$ cat src/rtl/alu_pkg.sv
// -----------------------------------------------------------------------------
// alu_pkg
// Shared ALU definitions, also used by the ALU decoder.
//   ALU_CTRL_W  : width of the alu_control code
//   alu_op_e    : the five legal operation codes
//   alu_flags_t : status flags that travel with a result
//   alu_bundle_t: result plus flags at the default datapath width
// -----------------------------------------------------------------------------
package alu_pkg;

  localparam int ALU_CTRL_W = 3;
  localparam int ALU_DATA_W = 32;

  typedef enum logic [ALU_CTRL_W-1:0] {
    ALU_AND = 3'b000,
    ALU_OR  = 3'b001,
    ALU_ADD = 3'b010,
    ALU_SUB = 3'b110,
    ALU_SLT = 3'b111
  } alu_op_e;

  typedef struct packed {
    logic zero;
    logic overflow;
    logic illegal;
  } alu_flags_t;

  typedef struct packed {
    logic [ALU_DATA_W-1:0] result;
    alu_flags_t            flags;
  } alu_bundle_t;

endpackage

$ cat src/rtl/alu_exec_stage_if.sv
// -----------------------------------------------------------------------------
// alu_exec_stage_if
// Handshake and data signals of the execute stage.
//   in_valid/in_ready            : upstream handshake
//   alu_control, src_a, src_b    : operation and operands
//   out_valid/out_ready          : downstream handshake
//   result, zero, overflow, illegal : output bundle
// master: the surrounding pipeline (drives ops, drives out_ready)
// slave : the execute stage itself
// -----------------------------------------------------------------------------
interface alu_exec_stage_if
  import alu_pkg::*;
#(
  parameter int WIDTH = 32
);
  logic                  in_valid;
  logic                  in_ready;
  logic [ALU_CTRL_W-1:0] alu_control;
  logic [WIDTH-1:0]      src_a;
  logic [WIDTH-1:0]      src_b;
  logic                  out_valid;
  logic                  out_ready;
  logic [WIDTH-1:0]      result;
  logic                  zero;
  logic                  overflow;
  logic                  illegal;

  modport master (
    output in_valid, alu_control, src_a, src_b, out_ready,
    input  in_ready, out_valid, result, zero, overflow, illegal
  );

  modport slave (
    input  in_valid, alu_control, src_a, src_b, out_ready,
    output in_ready, out_valid, result, zero, overflow, illegal
  );
endinterface

$ cat src/rtl/alu_core.sv
// -----------------------------------------------------------------------------
// alu_core
// Purely combinational ALU: operation code + operands -> result and flags.
//   ctrl_i   : alu_control code
//   a_i, b_i : two's complement operands
//   result_o : operation result (0 for illegal codes)
//   flags_o  : zero / overflow / illegal
// -----------------------------------------------------------------------------
module alu_core
  import alu_pkg::*;
#(
  parameter int WIDTH = 32
) (
  input  logic [ALU_CTRL_W-1:0] ctrl_i,
  input  logic [WIDTH-1:0]      a_i,
  input  logic [WIDTH-1:0]      b_i,
  output logic [WIDTH-1:0]      result_o,
  output alu_flags_t            flags_o
);

  logic [WIDTH-1:0] sum;
  logic [WIDTH-1:0] diff;
  logic             a_msb;
  logic             b_msb;

  assign sum   = a_i + b_i;
  assign diff  = a_i - b_i;
  assign a_msb = a_i[WIDTH-1];
  assign b_msb = b_i[WIDTH-1];

  always_comb begin
    result_o = '0;
    flags_o  = '0;
    // Any code outside the five legal ones (including X in simulation)
    // lands in the default branch and is flagged illegal.
    case (ctrl_i)
      ALU_ADD: begin
        result_o         = sum;
        flags_o.overflow = (a_msb == b_msb) && (sum[WIDTH-1] != a_msb);
      end
      ALU_SUB: begin
        result_o         = diff;
        flags_o.overflow = (a_msb != b_msb) && (diff[WIDTH-1] != a_msb);
      end
      ALU_AND: result_o = a_i & b_i;
      ALU_OR:  result_o = a_i | b_i;
      // True signed compare, not the sign of a-b, so it stays correct
      // when the subtraction would overflow.
      ALU_SLT: result_o = {{(WIDTH-1){1'b0}}, ($signed(a_i) < $signed(b_i))};
      default: flags_o.illegal = 1'b1;
    endcase
    flags_o.zero = !flags_o.illegal && (result_o == '0);
  end

endmodule

$ cat src/rtl/alu_exec_stage.sv
// -----------------------------------------------------------------------------
// alu_exec_stage
// One-cycle registered execute stage with valid/ready flow control and a
// one-entry skid buffer, so in_ready is a pure flop output.
//   clk   : rising-edge clock
//   rst_n : asynchronous active-low reset
//   bus   : alu_exec_stage_if slave (handshakes, operands, result bundle)
// -----------------------------------------------------------------------------
module alu_exec_stage
  import alu_pkg::*;
#(
  parameter int WIDTH = 32
) (
  input  logic             clk,
  input  logic             rst_n,
  alu_exec_stage_if.slave  bus
);

  typedef struct packed {
    logic [WIDTH-1:0] result;
    alu_flags_t       flags;
  } bundle_t;

  logic [WIDTH-1:0] core_result;
  alu_flags_t       core_flags;
  bundle_t          new_bundle;

  bundle_t out_q,  out_d;
  bundle_t skid_q, skid_d;
  logic    out_valid_q,  out_valid_d;
  logic    skid_valid_q, skid_valid_d;

  logic accept;
  logic out_free;

  alu_core #(.WIDTH(WIDTH)) u_core (
    .ctrl_i   (bus.alu_control),
    .a_i      (bus.src_a),
    .b_i      (bus.src_b),
    .result_o (core_result),
    .flags_o  (core_flags)
  );

  assign new_bundle = '{result: core_result, flags: core_flags};

  // in_ready depends only on the skid flop, never on out_ready.
  assign accept   = bus.in_valid && !skid_valid_q;
  assign out_free = !out_valid_q || bus.out_ready;

  always_comb begin
    out_d        = out_q;
    out_valid_d  = out_valid_q;
    skid_d       = skid_q;
    skid_valid_d = skid_valid_q;
    if (out_free) begin
      if (skid_valid_q) begin
        // Older op in the skid buffer goes first to keep FIFO order.
        out_d        = skid_q;
        out_valid_d  = 1'b1;
        skid_valid_d = accept;
        if (accept) skid_d = new_bundle;
      end else begin
        out_valid_d = accept;
        if (accept) out_d = new_bundle;
      end
    end else if (accept) begin
      // OUT is stalled: park the new op until OUT drains.
      skid_d       = new_bundle;
      skid_valid_d = 1'b1;
    end
  end

  always_ff @(posedge clk or negedge rst_n) begin
    if (!rst_n) begin
      out_q        <= '0;
      out_valid_q  <= 1'b0;
      skid_q       <= '0;
      skid_valid_q <= 1'b0;
    end else begin
      out_q        <= out_d;
      out_valid_q  <= out_valid_d;
      skid_q       <= skid_d;
      skid_valid_q <= skid_valid_d;
    end
  end

  assign bus.in_ready  = !skid_valid_q;
  assign bus.out_valid = out_valid_q;
  assign bus.result    = out_q.result;
  assign bus.zero      = out_q.flags.zero;
  assign bus.overflow  = out_q.flags.overflow;
  assign bus.illegal   = out_q.flags.illegal;

endmodule

$ cat src/flat_wrapper.sv
// flat-port wrapper written by rule: the top's interface ports become plain ports
module alu_exec_stage_flat import alu_pkg::*;
#(
  parameter int WIDTH = 32
)
  (clk, rst_n, bus_in_valid, bus_alu_control, bus_src_a, bus_src_b, bus_out_ready, bus_in_ready, bus_out_valid, bus_result, bus_zero, bus_overflow, bus_illegal);
  alu_exec_stage_if #(.WIDTH(WIDTH)) bus_i ();
  input  logic clk;
  input  logic rst_n;
  input wire logic [$bits(bus_i.in_valid)-1:0] bus_in_valid;
  input wire logic [$bits(bus_i.alu_control)-1:0] bus_alu_control;
  input wire logic [$bits(bus_i.src_a)-1:0] bus_src_a;
  input wire logic [$bits(bus_i.src_b)-1:0] bus_src_b;
  input wire logic [$bits(bus_i.out_ready)-1:0] bus_out_ready;
  output wire logic [$bits(bus_i.in_ready)-1:0] bus_in_ready;
  output wire logic [$bits(bus_i.out_valid)-1:0] bus_out_valid;
  output wire logic [$bits(bus_i.result)-1:0] bus_result;
  output wire logic [$bits(bus_i.zero)-1:0] bus_zero;
  output wire logic [$bits(bus_i.overflow)-1:0] bus_overflow;
  output wire logic [$bits(bus_i.illegal)-1:0] bus_illegal;
  assign bus_i.in_valid = bus_in_valid;
  assign bus_i.alu_control = bus_alu_control;
  assign bus_i.src_a = bus_src_a;
  assign bus_i.src_b = bus_src_b;
  assign bus_i.out_ready = bus_out_ready;
  assign bus_in_ready = bus_i.in_ready;
  assign bus_out_valid = bus_i.out_valid;
  assign bus_result = bus_i.result;
  assign bus_zero = bus_i.zero;
  assign bus_overflow = bus_i.overflow;
  assign bus_illegal = bus_i.illegal;
  alu_exec_stage #(.WIDTH(WIDTH)) u_core (.clk(clk), .rst_n(rst_n), .bus(bus_i));
endmodule
$ cat config.mk
export PLATFORM = sky130hd
export DESIGN_NAME = alu_exec_stage_flat
export DESIGN_NICKNAME = d
export VERILOG_FILES = /design/src/rtl/alu_pkg.sv /design/src/rtl/alu_exec_stage_if.sv /design/src/rtl/alu_core.sv /design/src/rtl/alu_exec_stage.sv /design/src/flat_wrapper.sv
export SDC_FILE = /design/constraint.sdc
export NUM_CORES = 1
export LEC_CHECK = 0
export CORE_AREA = 2 2 122 124
export DETAILED_ROUTE_END_ITERATION = 16
export DIE_AREA = 0 0 124 126
export PLACE_DENSITY = 0.91
export SLEW_MARGIN = 20
export SYNTH_ARGS = -nofsm -noshare
export SYNTH_HDL_FRONTEND = slang
export SYNTH_SLANG_ARGS = --single-unit
$ cat constraint.sdc
create_clock -name clk -period 4.1 [get_ports clk]
set_clock_uncertainty 0.1 [all_clocks]
set_input_delay 0.82 -clock clk [delete_from_list [all_inputs] [get_ports clk]]
set_output_delay 0.82 -clock clk [all_outputs]
set_load 0.02 [all_outputs]
==> impl_metrics.json, run 1 <==
{
  "clock-sinks": 72,
  "gp_congestion": 1.14,
  "syn_nets": 1384,
  "postSynthAreaPerCell_um2": 7.39,
  "cts_hold_buffers": 0,
  "numCtsBuffers": 9,
  "crit_endpoint": "u_core.bus.zero$_DFFE_PN0P_/D",
  "syn_inst": 1201,
  "cts_max_level": 3,
  "synth-main-ff-cell": "dfrtp_1",
  "grt_max_degree": 58,
  "cts-root-buf": "clkbuf_16",
  "async_reset_ff_share_pct": 100,
  "dpl.hpwl_mm": 27.0,
  "yosysUniqueCellTypes": 90,
  "dpl-instance-area_mm2": 0.0119,
  "synth_seq_area_share_pct": 20.3,
  "syn_area_mm2": 0.00888,
  "outcome": "did not finish",
  "core.rowCount": 44,
  "die_width_um": 124,
  "synth_edf_count": 0,
  "failed_stage": "global routing (5_1_grt)",
  "worstEndpointType": "sequential cell input",
  "pin_count": 108,
  "error_line": "[ERROR GRT-0232] Routing congestion too high. Check the congestion heatmap in the GUI.",
  "fp.dieH_um": 126,
  "port-buffer-count": 107,
  "yosys_warnings": 0,
  "grt_use_total_pct": 85.1,
  "clockBufferDepth": 2,
  "ys_ff_latch": 72,
  "start_util_pct": 62.0,
  "grt_overflow": 214
}
-- logic make-up after synthesis --
family	synth area share, %
AND/OR/NAND/NOR	21.6
AO/OA/AOI/OAI	29.0
buffers and inverters	8.86
adder cells (fa/ha/maj)	16.0
flip-flops	20.3
multiplexers	2.83
XOR/XNOR	1.48
-- routing by layer --
layer / GRT overflow / track usage [%]
met5: 0 / 43.8
met1: 4 / 84.3
met3: 2 / 75.5
met2: 119 / 96.1
met4: 89 / 87.0
-- through the flow --
step / std cells / TNS [ns] / hold slack [ns] / worst slack (ns) / utilization, %
after floorplan: 1201 / 0 / 0.342 / 0.153 / -
after detailed placement: 1712 / -9.23 / 0.362 / -0.797 / 83.4
after global placement: 1712 / -5.62 / 0.354 / -0.528 / 83.4
after CTS: 1735 / -0.0795 / 0.376 / -0.0721 / 87.1
-- synth_stat cells (5+ instances only) --
master	instances	area share, %
nor3_1	30	1.7
clkbuf_8	14	2.2
nor2b_1	15	1.1
a21oi_1	113	6.4
nand4_1	15	1.1
a31oi_1	9	0.63
o21a_1	7	0.59
nand2b_1	11	0.78
o21ai_0	118	6.7
xnor2_1	14	1.4
clkbuf_1	42	1.8
nor2_1	110	4.6
a2111oi_0	5	0.49
o22ai_1	7	0.49
mux2i_1	15	1.7
ha_1	110	15
mux2_2	9	1.1
nor4_1	19	1.3
inv_1	96	4.1
a211oi_1	25	2.1
o311ai_0	8	0.79
o31ai_1	12	1.0
nand2_1	151	6.4
dfrtp_1	72	20
o211ai_1	27	2.3
a21o_1	9	0.76
nand3_1	18	1.0
nor3b_1	6	0.51
-- timing repair --
action,4_1_cts
gates resized for setup,44
buffers inserted,7
hold endpoints to repair,0
endpoints found under the setup margin,12
gates cloned,0
pin swaps,15
==> inputs of run 2 (changes only) <==
Settings changed: CORE_AREA 2 2 122 124 to 2 2 152 154, DIE_AREA 0 0 124 126 to 0 0 154 156, PLACE_DENSITY 0.91 to unset, PLACE_DENSITY_LB_ADDON set to 0.15.
==> run 2 against run 1 <==
- the run now ends clean
- synthesized area is the same
- synthesized cell count did not move
==> impl_metrics.json, run 2 <==
{
  "period_needed_ns": 4.02,
  "synth-main-ff-cell": "dfrtp_1",
  "fp.dieH_um": 156,
  "dpl.hpwl_mm": 28.4,
  "hold_class": "reg2reg",
  "drt_iter0_drc": 868,
  "required_ns": 4.24,
  "numCtsBuffers": 9,
  "clkLatencyLatePin_ns": 0.33,
  "largest_register_ffs": 35,
  "drtPass1Iterations": 6,
  "cts-root-buf": "clkbuf_16",
  "ir_worst_vdd_v": 0.000207,
  "clock-sinks": 72,
  "cp_slowest_stage_delay_ns": 0.49,
  "core.rowCount": 55,
  "start_util_pct": 39.7,
  "routed.top_layer": "met4",
  "wl_met3_mm": 2.15,
  "die_width_um": 154,
  "final_common_cell": "buf_4",
  "preCtsSetupSlack_ns": -0.866,
  "gp_congestion": 0.997,
  "grt_overflow": 0,
  "grt_max_degree": 58,
  "yosys.area.top_type_share_pct": 20.3,
  "most-common-layout-cells": "buf_4 (371), nand2_1 (145), nor2_1 (104)",
  "clock.fmax_mhz": 249,
  "vias": 10700,
  "finalNonFillerCells": 1928,
  "slew-limit-headroom_pct": 40.2,
  "syn_nets": 1384,
  "syn_inst": 1201,
  "grt_use_total_pct": 29.0,
  "largest_register": "u_core.skid_q",
  "wl_met1_mm": 15.9,
  "wl_per_cell_um": 18.8,
  "timing.max_cap.violations": 0,
  "worstSetupStartpointType": "input port",
  "finalInstanceArea_mm2": 0.0143,
  "worst-setup-path-type": "in2reg",
  "slew_violations": 0,
  "cts_tree": "yes",
  "synth_top_area_cell": "dfrtp_1",
  "drc": 0,
  "fin_tns_setup_ns": 0,
  "setup_violations": 0,
  "nNetsFinal": 1821,
  "core_area_mm2": 0.0224,
  "p_leak_nw": 6.65,
  "drive_gt1_share_pct": 37.3,
  "area_growth_pct": 60.7,
  "finalHoldViolations": 0,
  "clockBufferDepth": 2,
  "ant_nets": 0,
  "postSynthAreaPerCell_um2": 7.39,
  "endpoint_kind": "flop",
  "crit_chain": "clkdlybuf4s50_1 -> inv_1 -> ha_1 -> buf_4 -> buf_8 -> inv_4 -> a21oi_4 -> nand2_4 -> o311ai_4 -> a211oi_2 -> nor4_4 -> buf_4 -> nand2_1 -> and4bb_1 -> and4bb_1 -> nand4_1 -> o31ai_2",
  "critPathSlowestCell": "clkdlybuf4s50_1",
  "fillers": 1956,
  "die-area_mm2": 0.0240,
  "powerDensity_mw_per_mm2": 262,
  "synth_most_common_cell": "nand2_1",
  "cts_max_level": 3,
  "ys_ff_latch": 72,
  "dpl-instance-area_mm2": 0.0125,
  "synth_seq_area_share_pct": 20.3,
  "final.period_utilization_pct": 98.0,
  "vias_per_cell": 5.56,
  "outcome": "complete, no violations",
  "synth_edf_count": 0,
  "async_reset_ff_share_pct": 100,
  "antenna_cells": 0,
  "path_clk_slew_ns": 0.06,
  "antenna_found_initial": 0,
  "fin_ws_ns": 0.0818,
  "rsz0062_at_grt": "yes",
  "yosysUniqueCellTypes": 90,
  "syn_area_mm2": 0.00888,
  "tightest_slew_ns": 0.897,
  "synth_common_cells": "nand2_1 (151), o21ai_0 (118), a21oi_1 (113), ha_1 (110), nor2_1 (110)",
  "critPathMaxFanout": 8,
  "synth_area_leaders": "dfrtp_1 (20%), ha_1 (15%), o21ai_0 (6.7%)",
  "met2_length_mm": 16.8,
  "routed_wl_mm": 36.2,
  "port-buffer-count": 107,
  "dp.cells": 1867,
  "pin_count": 108,
  "arrival_ns": 4.16,
  "grt_pass1_vias": 10100,
  "cts_hold_buffers": 0,
  "grt_pass1_wl_mm": 55.0,
  "yosys_warnings": 0
}
run 2: cells by family after synthesis:
group | share of synthesized area (%)
AND/OR/NAND/NOR | 21.6
AO/OA/AOI/OAI | 29.0
buffers and inverters | 8.86
adder cells (fa/ha/maj) | 16.0
flip-flops | 20.3
multiplexers | 2.83
XOR/XNOR | 1.48
run 2: final cells by class:
class,count,area [µm²],area share [%]
clock buffer,11,253,1.77
clock inverter,5,63.8,0.447
inverter,99,387,2.71
multi-input combinational,964,7360,51.6
sequential,72,1800,12.6
tap,285,357,2.50
timing repair buffer,492,4050,28.4
run 2: worst paths after layout:
kind                       cells after the start  slack [ns]              endpoint           startpoint
max                                           17        0.08       u_core.bus.zero        bus_src_a[13]
min                                            2        0.37     u_core.skid_q[26]    u_core.skid_q[26]
max reg2reg                                    4        1.85  u_core.bus.result[1]  u_core.skid_valid_q
min reg2reg                                    2        0.37     u_core.skid_q[26]    u_core.skid_q[26]
max in group asynchronous                      2        2.61      u_core.skid_q[6]                rst_n
min in group asynchronous                      1        0.51  u_core.bus.result[6]                rst_n
run 2: critical path: cells and delay by family:
kind                       cells  cell delay (ns)
and+or+nand+nor                6             0.99
AOI/OAI and AO/OA              4             0.98
adders and majority gates      1             0.29
buffers and inverters          6             1.07
run 2: per-stage QoR:
step                      total power (W)  utilization, %  hold WS [ns]
final                             0.00374            63.8         0.372
after global routing              0.00396            63.8         0.403
after CTS                         0.00358            59.8         0.375
after detailed placement          0.00268            55.8         0.361
after global placement            0.00266            55.8         0.356
after floorplan                   0.00179               -         0.342
run 2: report_power, final:
| part | internal (W) | switching (W) | total, W | leakage (nW) |
|---|---|---|---|---|
| registers | 0.000848 | 0.0000715 | 0.000919 | 0.937 |
| logic | 0.000947 | 0.00107 | 0.00202 | 5.56 |
| clock network | 0.000508 | 0.000296 | 0.000803 | 0.152 |
| total | 0.00230 | 0.00144 | 0.00374 | 6.65 |
run 2: layer usage:
metal	vias up	track usage, %
met4	0	10.4
met3	89	3.47
met2	442	48.2
li1	5165	-
met5	-	0
met1	5024	38.9
run 2: repair_timing:
item | 4_1_cts | 5_1_grt
setup endpoints to repair | 15 | 17
pin swaps | 30 | 78
gates resized for setup | 96 | 197
setup buffers | 25 | 20
(Power assumes the default switching activity.)
